## src/rtl/mouse_render_pkg.sv

```systemverilog
// rtl/mouse_render_pkg.sv - register map, poll states and clamp helper for the cursor renderer
package mouse_render_pkg;

  // Mouse register file map
  localparam logic [2:0] REG_STATUS = 3'd0;
  localparam logic [2:0] REG_XLO    = 3'd1;
  localparam logic [2:0] REG_XHI    = 3'd2;
  localparam logic [2:0] REG_YLO    = 3'd3;
  localparam logic [2:0] REG_YHI    = 3'd4;

  // Button bit positions inside the status byte
  localparam int BTN_LEFT  = 0;
  localparam int BTN_RIGHT = 1;

  // One state per mouse register, visited round-robin
  typedef enum logic [2:0] {
    P_STATUS = 3'd0,
    P_XLO    = 3'd1,
    P_XHI    = 3'd2,
    P_YLO    = 3'd3,
    P_YHI    = 3'd4
  } poll_state_t;

  // Unsigned clamp of a raw 16-bit mouse coordinate to the last legal cursor origin
  function automatic logic [15:0] clamp_coord(input logic [15:0] raw, input logic [15:0] lim);
    return (raw > lim) ? lim : raw;
  endfunction

endpackage

```

## src/rtl/mouse_reg_poller.sv

```systemverilog
// rtl/mouse_reg_poller.sv - round-robin mouse register poller with clamped validated shadow set
module mouse_reg_poller
  import mouse_render_pkg::*;
#(
  parameter int H_RES       = 640,
  parameter int V_RES       = 480,
  parameter int COORD_W     = 10,
  parameter int CURSOR_SIZE = 4
) (
  input  logic               clk,
  input  logic               rst,
  output logic [2:0]         o_reg_addr,
  input  logic [7:0]         i_reg_data,
  output logic [1:0]         o_val_status,
  output logic [COORD_W-1:0] o_val_x,
  output logic [COORD_W-1:0] o_val_y
);

  localparam logic [15:0] X_LIM = 16'(H_RES - CURSOR_SIZE);
  localparam logic [15:0] Y_LIM = 16'(V_RES - CURSOR_SIZE);

  poll_state_t r_state;
  poll_state_t w_next;

  logic [1:0]         r_sh_status;
  logic [7:0]         r_sh_xlo;
  logic [7:0]         r_sh_xhi;
  logic [7:0]         r_sh_ylo;
  logic [1:0]         r_val_status;
  logic [COORD_W-1:0] r_val_x;
  logic [COORD_W-1:0] r_val_y;
  logic [15:0]        w_x_raw;
  logic [15:0]        w_y_raw;

  // Y_HI is taken straight from the bus on the P_YHI edge, so the full pair is
  // assembled and validated in the same cycle it completes
  assign w_x_raw = {r_sh_xhi, r_sh_xlo};
  assign w_y_raw = {i_reg_data, r_sh_ylo};

  // Poll state register
  always_ff @(posedge clk or posedge rst) begin
    if (rst) r_state <= P_STATUS;
    else     r_state <= w_next;
  end

  // Next poll state and the register select it drives
  always_comb begin
    w_next     = P_STATUS;
    o_reg_addr = REG_STATUS;
    case (r_state)
      P_STATUS: begin w_next = P_XLO;    o_reg_addr = REG_STATUS; end
      P_XLO:    begin w_next = P_XHI;    o_reg_addr = REG_XLO;    end
      P_XHI:    begin w_next = P_YLO;    o_reg_addr = REG_XHI;    end
      P_YLO:    begin w_next = P_YHI;    o_reg_addr = REG_YLO;    end
      P_YHI:    begin w_next = P_STATUS; o_reg_addr = REG_YHI;    end
      default:  begin w_next = P_STATUS; o_reg_addr = REG_STATUS; end
    endcase
  end

  // Capture each polled byte into its shadow slot
  always_ff @(posedge clk or posedge rst) begin
    if (rst) begin
      r_sh_status <= '0;
      r_sh_xlo    <= '0;
      r_sh_xhi    <= '0;
      r_sh_ylo    <= '0;
    end else begin
      case (r_state)
        P_STATUS: r_sh_status <= i_reg_data[1:0];
        P_XLO:    r_sh_xlo    <= i_reg_data;
        P_XHI:    r_sh_xhi    <= i_reg_data;
        P_YLO:    r_sh_ylo    <= i_reg_data;
        default:  ;
      endcase
    end
  end

  // Publish a complete, clamped set only once the whole poll round has been read
  always_ff @(posedge clk or posedge rst) begin
    if (rst) begin
      r_val_status <= '0;
      r_val_x      <= '0;
      r_val_y      <= '0;
    end else if (r_state == P_YHI) begin
      r_val_status <= r_sh_status;
      r_val_x      <= COORD_W'(clamp_coord(w_x_raw, X_LIM));
      r_val_y      <= COORD_W'(clamp_coord(w_y_raw, Y_LIM));
    end
  end

  assign o_val_status = r_val_status;
  assign o_val_x      = r_val_x;
  assign o_val_y      = r_val_y;

endmodule

```

## src/rtl/mouse_cursor_renderer.sv

```systemverilog
// rtl/mouse_cursor_renderer.sv - full-frame framebuffer writer with a per-frame committed mouse cursor
module mouse_cursor_renderer
  import mouse_render_pkg::*;
#(
  parameter int H_RES       = 640,
  parameter int V_RES       = 480,
  parameter int ADDR_W      = 19,
  parameter int COORD_W     = 10,
  parameter int PIX_W       = 3,
  parameter int CURSOR_SIZE = 4,
  parameter logic [PIX_W-1:0] COLOR_BG    = PIX_W'(0),
  parameter logic [PIX_W-1:0] COLOR_IDLE  = PIX_W'(6),
  parameter logic [PIX_W-1:0] COLOR_LEFT  = PIX_W'(3),
  parameter logic [PIX_W-1:0] COLOR_RIGHT = PIX_W'(5),
  parameter logic [PIX_W-1:0] COLOR_BOTH  = PIX_W'(7)
) (
  input  logic               clk,
  input  logic               rst,
  output logic [2:0]         reg_addr,
  input  logic [7:0]         reg_data,
  output logic               wr_valid,
  input  logic               wr_ready,
  output logic [ADDR_W-1:0]  wr_addr,
  output logic [PIX_W-1:0]   wr_data,
  output logic               frame_done,
  output logic [COORD_W-1:0] cur_x,
  output logic [COORD_W-1:0] cur_y
);

  localparam logic [COORD_W-1:0] X_LAST   = COORD_W'(H_RES - 1);
  localparam logic [COORD_W-1:0] Y_LAST   = COORD_W'(V_RES - 1);
  localparam logic [COORD_W:0]   CUR_SPAN = (COORD_W+1)'(CURSOR_SIZE);

  logic [1:0]         w_val_status;
  logic [COORD_W-1:0] w_val_x;
  logic [COORD_W-1:0] w_val_y;

  logic               r_valid;
  logic               r_frame_done;
  logic [COORD_W-1:0] r_x;
  logic [COORD_W-1:0] r_y;
  logic [ADDR_W-1:0]  r_addr;
  logic [1:0]         r_cur_status;
  logic [COORD_W-1:0] r_cur_x;
  logic [COORD_W-1:0] r_cur_y;

  logic               w_accept;
  logic               w_line_end;
  logic               w_frame_end;
  logic               w_in_x;
  logic               w_in_y;
  logic [PIX_W-1:0]   w_cursor_color;

  mouse_reg_poller #(
    .H_RES       (H_RES),
    .V_RES       (V_RES),
    .COORD_W     (COORD_W),
    .CURSOR_SIZE (CURSOR_SIZE)
  ) u_poller (
    .clk          (clk),
    .rst          (rst),
    .o_reg_addr   (reg_addr),
    .i_reg_data   (reg_data),
    .o_val_status (w_val_status),
    .o_val_x      (w_val_x),
    .o_val_y      (w_val_y)
  );

  assign w_accept    = r_valid & wr_ready;
  assign w_line_end  = (r_x == X_LAST);
  assign w_frame_end = w_line_end && (r_y == Y_LAST);

  // Raster scan: the address counter walks alongside x/y so no multiplier is needed
  always_ff @(posedge clk or posedge rst) begin
    if (rst) begin
      r_valid      <= 1'b0;
      r_frame_done <= 1'b0;
      r_x          <= '0;
      r_y          <= '0;
      r_addr       <= '0;
    end else begin
      r_valid      <= 1'b1;
      r_frame_done <= w_accept & w_frame_end;
      if (w_accept) begin
        if (w_frame_end) begin
          r_x    <= '0;
          r_y    <= '0;
          r_addr <= '0;
        end else if (w_line_end) begin
          r_x    <= '0;
          r_y    <= r_y + 1'b1;
          r_addr <= r_addr + 1'b1;
        end else begin
          r_x    <= r_x + 1'b1;
          r_addr <= r_addr + 1'b1;
        end
      end
    end
  end

  // Commit the validated set as the last pixel leaves, so the cursor never tears mid-frame
  always_ff @(posedge clk or posedge rst) begin
    if (rst) begin
      r_cur_status <= '0;
      r_cur_x      <= '0;
      r_cur_y      <= '0;
    end else if (w_accept && w_frame_end) begin
      r_cur_status <= w_val_status;
      r_cur_x      <= w_val_x;
      r_cur_y      <= w_val_y;
    end
  end

  // Cursor hit test and button colour, from registered state only
  always_comb begin
    w_in_x = ({1'b0, r_x} >= {1'b0, r_cur_x}) && ({1'b0, r_x} < ({1'b0, r_cur_x} + CUR_SPAN));
    w_in_y = ({1'b0, r_y} >= {1'b0, r_cur_y}) && ({1'b0, r_y} < ({1'b0, r_cur_y} + CUR_SPAN));
    w_cursor_color = COLOR_IDLE;
    case ({r_cur_status[BTN_RIGHT], r_cur_status[BTN_LEFT]})
      2'b01:   w_cursor_color = COLOR_LEFT;
      2'b10:   w_cursor_color = COLOR_RIGHT;
      2'b11:   w_cursor_color = COLOR_BOTH;
      default: w_cursor_color = COLOR_IDLE;
    endcase
    wr_data = (w_in_x && w_in_y) ? w_cursor_color : COLOR_BG;
  end

  assign wr_valid   = r_valid;
  assign wr_addr    = r_addr;
  assign frame_done = r_frame_done;
  assign cur_x      = r_cur_x;
  assign cur_y      = r_cur_y;

endmodule
```

## config.mk

```make
export PLATFORM = sky130hd
export DESIGN_NAME = mouse_cursor_renderer
export DESIGN_NICKNAME = d
export VERILOG_FILES = /design/src/rtl/mouse_render_pkg.sv /design/src/rtl/mouse_reg_poller.sv /design/src/rtl/mouse_cursor_renderer.sv
export SDC_FILE = /design/constraint.sdc
export NUM_CORES = 1
export LEC_CHECK = 0
export CAP_MARGIN = 20
export CORE_MARGIN = 2
export CORE_UTILIZATION = 55
export DETAILED_ROUTE_END_ITERATION = 6
export PLACE_DENSITY = 0.83
export SLEW_MARGIN = 20
export SYNTH_ARGS = -nofsm -noshare
export SYNTH_HDL_FRONTEND = slang
export SYNTH_SLANG_ARGS = --single-unit
```

## constraint.sdc

```tcl
create_clock -name clk -period 5.9 [get_ports clk]
set_input_delay 1.475 -clock clk [delete_from_list [all_inputs] [get_ports clk]]
set_output_delay 1.475 -clock clk [all_outputs]
set_load 0.05 [all_outputs]
```

### Word-level counts from Yosys, hierarchy flattened

Cells that the tools add are included.

| cells by class | value |
|---|---|
| $add $sub $neg | 5 |
| order comparisons | 6 |
| equality and inequality tests | 9 |
| muxes and demuxes | 11 |
| bitwise logic cells | 2 |
| reductions and logical operators | 8 |

Operators with widths:

| cell | number |
|---|---|
| $mux W10 | 6 |
| $pmux W3 S4 | 2 |
| $add A10 B3 Y11 const B | 2 |
| $lt A10 B11 Y1 | 2 |
| $add A10 B1 Y10 const B | 2 |
| $ge A10 B10 Y1 | 2 |
| $add A19 B1 Y19 const B | 1 |
| $mux W19 | 1 |
| $gt A16 B10 Y1 const B | 1 |
| $gt A16 B9 Y1 const B | 1 |
| $eq A10 B10 Y1 const B | 1 |
| $eq A10 B9 Y1 const B | 1 |
| $pmux W3 S3 | 1 |
| $eq A3 B2 Y1 const B | 2 |
| $logic_and A1 B1 Y1 | 5 |
| $eq A2 B2 Y1 const B | 2 |
| $eq A3 B1 Y1 const B | 1 |
| $eq A3 B3 Y1 const B | 1 |
| $logic_not A3 Y1 | 1 |
| $mux W3 | 1 |
| $and A1 B1 Y1 | 2 |
| $eq A2 B1 Y1 const B | 1 |
| $reduce_and A2 Y1 | 1 |
| $reduce_bool A2 Y1 | 1 |

| storage, ports and cells | value |
|---|---|
| bits in registers | 114 |
| input port bits | 11 |
| output and inout port bits | 47 |

### Longest topological paths before layout

Gate-level depths: netlist of run 1.

| depth | value |
|---|---|
| word-level depth | 5 |
| mapped depth | 10 |
| mapped depth without buffers | 10 |

### Hierarchy

A second synthesis of run 1 with hierarchy kept.

| second synthesis, totals | value |
|---|---|
| cells, all modules | 561 |
| area total of the unflattened synthesis | 6028.3 sq um |

By module, submodules not included:

| module | instances | cells each | area an instance (sq um) |
|---|---|---|---|
| mouse_cursor_renderer | 1 | 417 | 4046.4 |
| mouse_reg_poller | 1 | 144 | 1981.9 |

### Worst setup path before layout of run 1

Ideal clock, no wire load.

| path | value |
|---|---|
| path kind | reg2out |
| from | register r_cur_x[4] (netlist: cur_x[4]) |
| to | output port wr_data[0] |
| arrival | 4.594 ns |
| path slack | -0.169 ns |
| cell stages (with the launch flop) | 11 |
| path through | dfrtp_1 nand3_1 nor3_1 nand3_1 xnor2_1 ha_1 and3_1 o21ai_0 a21o_1 o21ai_0 a2111oi_0 |

| on the way | value |
|---|---|
| cells in the longest elaborated chain, start to end | 5 |
| elaborated cells on any way between the ends | 6 |

RTL lines:

| item | line | RTL |
|---|---|---|
| from (decl) | mouse_cursor_renderer.sv:44 | `logic [COORD_W-1:0] r_cur_x;` |
| from (signal assigned) | mouse_cursor_renderer.sv:109 | `r_cur_x <= w_val_x;` |
| $add A10 B3 Y11 | mouse_cursor_renderer.sv:116 | `w_in_x = ({1'b0, r_x} >= {1'b0, r_cur_x}) && ({1'b0, r_x} < ({1'b0, r_cur_x} + CUR_SPAN));` |
| $lt A10 B11 Y1 | mouse_cursor_renderer.sv:116 |  |
| $logic_and A1 B1 Y1 (*) | mouse_cursor_renderer.sv:116 |  |
| $logic_and A1 B1 Y1 (*) | mouse_cursor_renderer.sv:125 | `wr_data = (w_in_x && w_in_y) ? w_cursor_color : COLOR_BG;` |
| $mux W3 (*) | mouse_cursor_renderer.sv:125 |  |
| to (decl) | mouse_cursor_renderer.sv:24 | `output logic [PIX_W-1:0] wr_data,` |

Mark *: on every way between the ends. The rest lies on a longest branch, timed or not.

### Worst setup path after layout of run 1

Same ends and word-level chain as after synthesis.

==> qor.yml, run 1 <==
synth:
  async_flop_share_pct: 100
  synth_seq_cells: 114
  seq_area_frac_synth_pct: 47.8
  synth_ff_type: "dfrtp_1"
  synth_area_um2: 5970
  synth_warnings: 0
  synth.avg_cell_area_um2: 10.7
  synth_edf_count: 0
  netlist_instances: 560
  syn_nets: 612
  ys_types: 57
sta:
  fin_crit_sh_pct: 92.7
  finalMaxSlewViolations: 0
  skew_ps: 5.19
  setup_viol: 0
  max-slew-margin-rel_pct: 40.2
  rsz0062_at_grt: "no"
  worst_slew_pin_slew_ps: 897
  fin_hold_ws_ps: 472
  fin_crit_ps: 5470
  hold_violations: 0
  setup_slack_ps: 433
  max_freq_ghz: 0.183
floorplanning:
  dieArea_um2: 11700
  die_h_um: 108
  start_util_pct: 55.8
  core_area_um2: 10700
  fp-row-count: 38
  io_pins: 58
  die_w_um: 108
cells_and_area:
  mostFrequentLayoutCell: "dfrtp_1"
  fillers: 748
  ff_latch_area_um2: 2850
  nets: 675
  final_layout_size_suffix_gt1_share_pct: 13.7
  fin_cells: 776
  area_delta_synth_final_pct: 21.8
  layout.cells.most_common_list: "dfrtp_1, nand2_1, clkdlybuf4s50_1, ha_1, inv_1"
  multiInputGateArea_um2: 2890
  n_antenna_cell: 0
routing:
  via_per_inst: 5.82
  ant_nets: 0
  met3_wirelength_um: 517
  dr.pass1.iters: 4
  drt_iter0_drc: 305
  drt-met1-wl_um: 5850
  post_drt_wl_per_cell_um: 17.3
  route.met2.wl_um: 6640
  vias: 4515
  routed_wl_um: 13400
  drc: 0
  routed.top_layer: "met4"
status:
  status: "completed"
setup_path:
  reg2reg_from: "r_x[0]$_DFFE_PP0P_"
  setup.worst_path.start: "cur_x[4]$_DFFE_PP0P_"
  reg2reg_to: "wr_addr[3]$_DFFE_PP0P_"
  worstPathRequired_ps: 4430
  r2r_slack_ps: 3030
  worstSetupPathType: "reg -> out"
  crit_path_max_fanout: 6
  arrival_ps: 3990
  endpoint: "wr_data[0]"
  cp-end-kind: "output port"
  r2r_cells: 6
  start_kind: "flop"
cts:
  cts-root-buf: "clkbuf_8"
  ctsLongestPathBuffers: 2
  postCtsHoldBufs: 0
  clock_latency_ps: 520
  cts_setup_buffers: 0
  clkTransAtPathRegs_ps: 60
  cts.sinks: 114
  cts_tree: "yes"
  cts.htree.levels: 4
  cts_resized: 0
  cts_inserted_buffers: 17
global_route:
  grt_use_total_pct: 24.7
  overflow: 0
  grt_start_max_net_pins: 78
  grt_pass1_wl_um: 22100
  grt_pass1_vias: 4544
  antenna_found_initial: 0
flow_run:
  cap_violations: 0
placed_design:
  pre_cts_slack_ps: 1130
  dp_cells: 744
  io_buffers: 57
  routabilityCongestion: 0.898
  hpwl_um: 9270
power_and_ir_drop:
  powerDensity_nw_per_um2: 304
  p_leak_nw: 3.34
  vdd_drop_max_uv: 193
  total_power_w: 0.00221
hold_path:
  hold_path.class: "reg -> reg"
## metal layers
layer  global-route usage, %  vias up
met5                       0        -
met4                    11.8        0
met3                    5.61       34
met2                    40.1      112
met1                    31.4     2242
li1                        -     2127
## critical path, stage by stage, from the launching register on
cell and delay [ps]:
dfrtp_1 450, nand3_1 170, nor3_1 280, nand3_1 140, xnor2_1 200, ha_1 290, a21oi_1 230, a2bb2oi_1 250
o311ai_0 230, a2111oi_0 340, clkdlybuf4s50_1 880
## report_power, final
group	switching, W	internal, W	leakage [nW]	total [W]
combinational	0.000135	0.0000885	1.70	0.000223
clock	0.000362	0.000739	0.304	0.00110
sequential	0.0000608	0.000822	1.33	0.000883
total	0.000558	0.00165	3.34	0.00221
## per-stage QoR
step	setup TNS, ps	cell area [µm²]	utilization, %
2_1_floorplan	-507	5970	-
3_3_place_gp	0	6630	61.9
3_5_place_dp	0	6630	62.0
4_1_cts	0	7270	68.0
5_1_grt	0	7270	68.0
6_report	0	7270	68.0
## registers in the layout (all words and copies together), names as in the netlist
register / cells
u_poller.r_state: 3
u_poller.r_sh_status: 2
u_poller.o_val_y: 10
u_poller.r_sh_xlo: 8
u_poller.r_sh_ylo: 8
u_poller.r_sh_xhi: 8
r_x: 10
u_poller.o_val_status: 2
r_cur_status: 2
cur_y: 10
r_y: 10
u_poller.o_val_x: 10
wr_addr: 19
frame_done: 1
wr_valid: 1
cur_x: 10
## worst min path at each step
stage | start | end | slack, ps | depth (start not counted)
final | u_poller.r_sh_status[1]$_DFFE_PP0P_ | u_poller.o_val_status[1]$_DFFE_PP0P_ | 470 | 2
after floorplan | u_poller.r_sh_status[0]$_DFFE_PP0P_ | u_poller.o_val_status[0]$_DFFE_PP0P_ | 430 | 2
after detailed placement | u_poller.r_sh_status[1]$_DFFE_PP0P_ | u_poller.o_val_status[1]$_DFFE_PP0P_ | 460 | 2
after global placement | u_poller.r_sh_status[0]$_DFFE_PP0P_ | u_poller.o_val_status[0]$_DFFE_PP0P_ | 450 | 2
after global routing | u_poller.r_sh_status[1]$_DFFE_PP0P_ | u_poller.o_val_status[1]$_DFFE_PP0P_ | 500 | 2
after CTS | u_poller.r_sh_status[1]$_DFFE_PP0P_ | u_poller.o_val_status[1]$_DFFE_PP0P_ | 480 | 2
## cells by family (layout without fill, tap and decap cells)
family	count (synthesis)	in the layout	share of synthesized area, %
AND/OR/NAND/NOR	195	195	17.2
adder cells (fa/ha/maj)	41	41	8.59
buffers and inverters	47	123	3.81
flip-flops	114	114	47.8
other	1	1	0.0628
multiplexers	26	26	4.90
AO/OA/AOI/OAI	96	96	11.7
XOR/XNOR	40	40	5.87
## synth_stat cells, drive strengths merged, types with 2 or more instances
cell | count | area [µm²]
a2111oi | 3 | 26.3
a211o | 3 | 26.3
a211oi | 3 | 22.5
a21o | 7 | 52.6
a21oi | 11 | 55.1
a221oi | 2 | 17.5
a22o | 3 | 26.3
a31oi | 2 | 12.5
a41o | 2 | 20.0
and2 | 3 | 18.8
and3 | 10 | 62.6
and4 | 6 | 52.6
buf | 10 | 88.8
clkbuf | 5 | 18.8
dfrtp | 114 | 2850
ha | 41 | 513
inv | 31 | 116
mux2 | 26 | 293
nand2 | 70 | 263
nand2b | 3 | 18.8
nand3 | 25 | 130
nand4 | 17 | 113
nor2 | 30 | 129
nor2b | 4 | 25.0
nor3 | 12 | 65.1
nor3b | 3 | 22.5
nor4 | 5 | 67.6
o21ai | 38 | 254
o22a | 11 | 96.3
o311ai | 2 | 17.5
o31ai | 3 | 22.5
or2 | 2 | 12.5
or4 | 4 | 37.5
xnor2 | 18 | 158
xor2 | 22 | 193
## layout make-up
type | instances | area share, %
clock buffer | 19 | 5.94
clock inverter | 13 | 2.87
inverter | 32 | 1.69
multi-input combinational | 399 | 39.8
sequential | 114 | 39.2
tap | 140 | 2.41
timing repair buffer | 59 | 8.05
(Power assumes the default switching activity.)
==> run 2, diff against run 1 <==
Clock period 5.9 ns to 6.45 ns, I/O delays scaled along.
==> run 2 against run 1 <==
Global-route usage up 0.41 points. Design area hardly changed. Clock skew is 1.0 ps higher. Critical path depth up 1. Non-clock buffer count is the same. Worst setup slack better by 420 ps.
==> qor.yml, run 2 (synthesis results as in run 1) <==
status:
  status: "completed"
routing:
  via_per_inst: 5.83  # +0.24%
  drt_iter0_drc: 226  # -26%
  post_drt_wl_per_cell_um: 17.6  # +1.8%
  routed_wl_um: 13700  # +1.8%
  dr.pass1.iters: 5  # +1
  drc: 0  # unchanged
  ant_nets: 0  # unchanged
  vias: 4526  # +0.24%
power_and_ir_drop:
  powerDensity_nw_per_um2: 279  # -8.0%
  p_int_w: 0.00150  # -8.8%
  combPwrFrac_pct: 10.1  # about the same
  switching_power_w: 0.000527  # -5.5%
  p_clk_share_pct: 50.1  # +0.2 points
  vdd_drop_max_uv: 207  # +6.9%
  switching_share_pct: 25.9  # +0.69 points
  power_frac_seq_pct: 39.8  # -0.2 points
  p_leak_nw: 3.34  # about the same
global_route:
  grt_start_max_net_pins: 78  # unchanged
  grt_pass1_vias: 4610  # +1.5%
  overflow: 0  # unchanged
  grt_use_total_pct: 25.1  # +0.41 points
  grt_pass1_wl_um: 22600  # +2.1%
  antenna_found_initial: 0  # unchanged
setup_path:
  cp_slowest_cell: "clkdlybuf4s50_1"
  max_stage_delay_ps: 890  # about the same
  worstSetupPathType: "reg -> out"
  reg2reg_from: "r_x[1]$_DFFE_PP0P_"
  setup.worst_path.start: "cur_x[4]$_DFFE_PP0P_"
  arrival_ps: 3980  # about the same
  worstPathRequired_ps: 4840  # +410 ps
  start_kind: "flop"
  crit_chain: "nand3_1, nor3_1, nand3_1, xnor2_1, ha_1, and3_1, o21ai_0, a21o_1, o21ai_0, a2111oi_0, clkdlybuf4s50_1"
  cp-end-kind: "output port"
  crit_path_max_fanout: 6  # unchanged
floorplanning:
  core_area_um2: 10700  # unchanged
  die_h_um: 108  # unchanged
  start_util_pct: 55.8  # unchanged
  io_pins: 58  # unchanged
  die_w_um: 108  # unchanged
  dieArea_um2: 11700  # unchanged
  fp-row-count: 38  # unchanged
cts:
  cts_resized: 0  # unchanged
  postCtsHoldBufs: 0  # unchanged
  cts_setup_buffers: 0  # unchanged
  clock_latency_ps: 520  # about the same
  cts.htree.levels: 4  # unchanged
  cts.sinks: 114  # unchanged
  ctsLongestPathBuffers: 2  # unchanged
  cts_tree: "yes"
  cts-root-buf: "clkbuf_8"
  cts_inserted_buffers: 17  # unchanged
  clkTransAtPathRegs_ps: 60  # about the same
sta:
  fin_crit_ps: 5590
  hold_violations: 0  # unchanged
  worst_slew_pin_slew_ps: 977  # +79.4 ps
  fin_crit_sh_pct: 86.7
  setup_viol: 0  # unchanged
  skew_ps: 6.21  # +1.02 ps
  fin_hold_ws_ps: 469  # -3.10 ps
  rsz0062_at_grt: "no"
  finalMaxSlewViolations: 0  # unchanged
  tns_ps: 0  # unchanged
  max_freq_ghz: 0.179
  max-slew-margin-rel_pct: 34.9  # -5.3 points
hold_path:
  min-delay-start: "u_poller.r_sh_status[0]$_DFFE_PP0P_"
  hold_path.class: "reg -> reg"
flow_run:
  cap_violations: 0  # unchanged
cells_and_area:
  ff_latch_area_um2: 2850  # unchanged
  mostFrequentLayoutCell: "dfrtp_1"
  fillers: 769  # +2.8%
  multiInputGateArea_um2: 2890  # unchanged
  nets: 675  # unchanged
  final_layout_size_suffix_gt1_share_pct: 13.8  # +0.16 points
  n_antenna_cell: 0  # unchanged
  largest_reg_flops: 19  # unchanged
  area_delta_synth_final_pct: 21.9  # about the same
  layout.cells.most_common_list: "dfrtp_1, nand2_1, clkdlybuf4s50_1, ha_1, inv_1"
placed_design:
  hpwl_um: 9410  # +1.4%
  routabilityCongestion: 0.903  # +0.49%
  io_buffers: 57  # unchanged
[run 2: cell type report]
cell class	count	share of cell area (%)
inverter	32	1.69
timing repair buffer	59	8.05
clock inverter	15	3.16
clock buffer	17	5.69
multi-input combinational	399	39.8
sequential	114	39.2
tap	140	2.41
[run 2: worst paths after layout]
check	end	slack, ps	depth (start not counted)
setup / recovery	wr_data[0]	860	11
hold / removal	u_poller.o_val_status[0]$_DFFE_PP0P_	470	2
max in group asynchronous	u_poller.o_val_x[4]$_DFFE_PP0P_	3760	3
setup reg to reg	wr_addr[11]$_DFFE_PP0P_	3640	6
hold reg to reg	u_poller.o_val_status[0]$_DFFE_PP0P_	470	2
min in group asynchronous	wr_addr[13]$_DFFE_PP0P_	1660	2
[run 2: stage by stage]
stage | power, W | setup WS, ps | instances | area (µm²) | utilization, %
2_1_floorplan | 0.000945 | 244 | 560 | 5970 | -
3_3_place_gp | 0.00101 | 1710 | 744 | 6630 | 61.9
3_5_place_dp | 0.00102 | 1610 | 744 | 6630 | 62.0
4_1_cts | 0.00204 | 835 | 776 | 7270 | 68.0
5_1_grt | 0.00210 | 622 | 776 | 7270 | 68.0
6_report | 0.00203 | 858 | 776 | 7270 | 68.0
[run 2: routing by layer]
layer,GRT usage (%),wire length (µm),up-vias
met4,12.7,391,0
li1,-,-,2134
met3,5.49,529,33
met2,40.4,6850,114
met1,32.1,5910,2245
met5,0,0,-
[run 2: worst max-delay path, delay by kind of cell, from the launching register on]
family | cells | cell delay [ps]
AOI/OAI and AO/OA | 4 | 820
and+or+nand+nor | 4 | 850
xor gates and xnor gates | 1 | 150
buffers and inverters | 1 | 890
adders and majority gates | 1 | 290
DFF | 1 | 440
[run 2: power by group through the flow]
stage | clock network [W] | logic (W) | registers (W)
finish | 0.00102 | 0.000206 | 0.000807
global route | 0.00106 | 0.000223 | 0.000812
CTS | 0.00102 | 0.000207 | 0.000805
detailed placement | 0 | 0.000202 | 0.000816
global placement | 0 | 0.000194 | 0.000814
floorplan | 0 | 0.0000946 | 0.000850
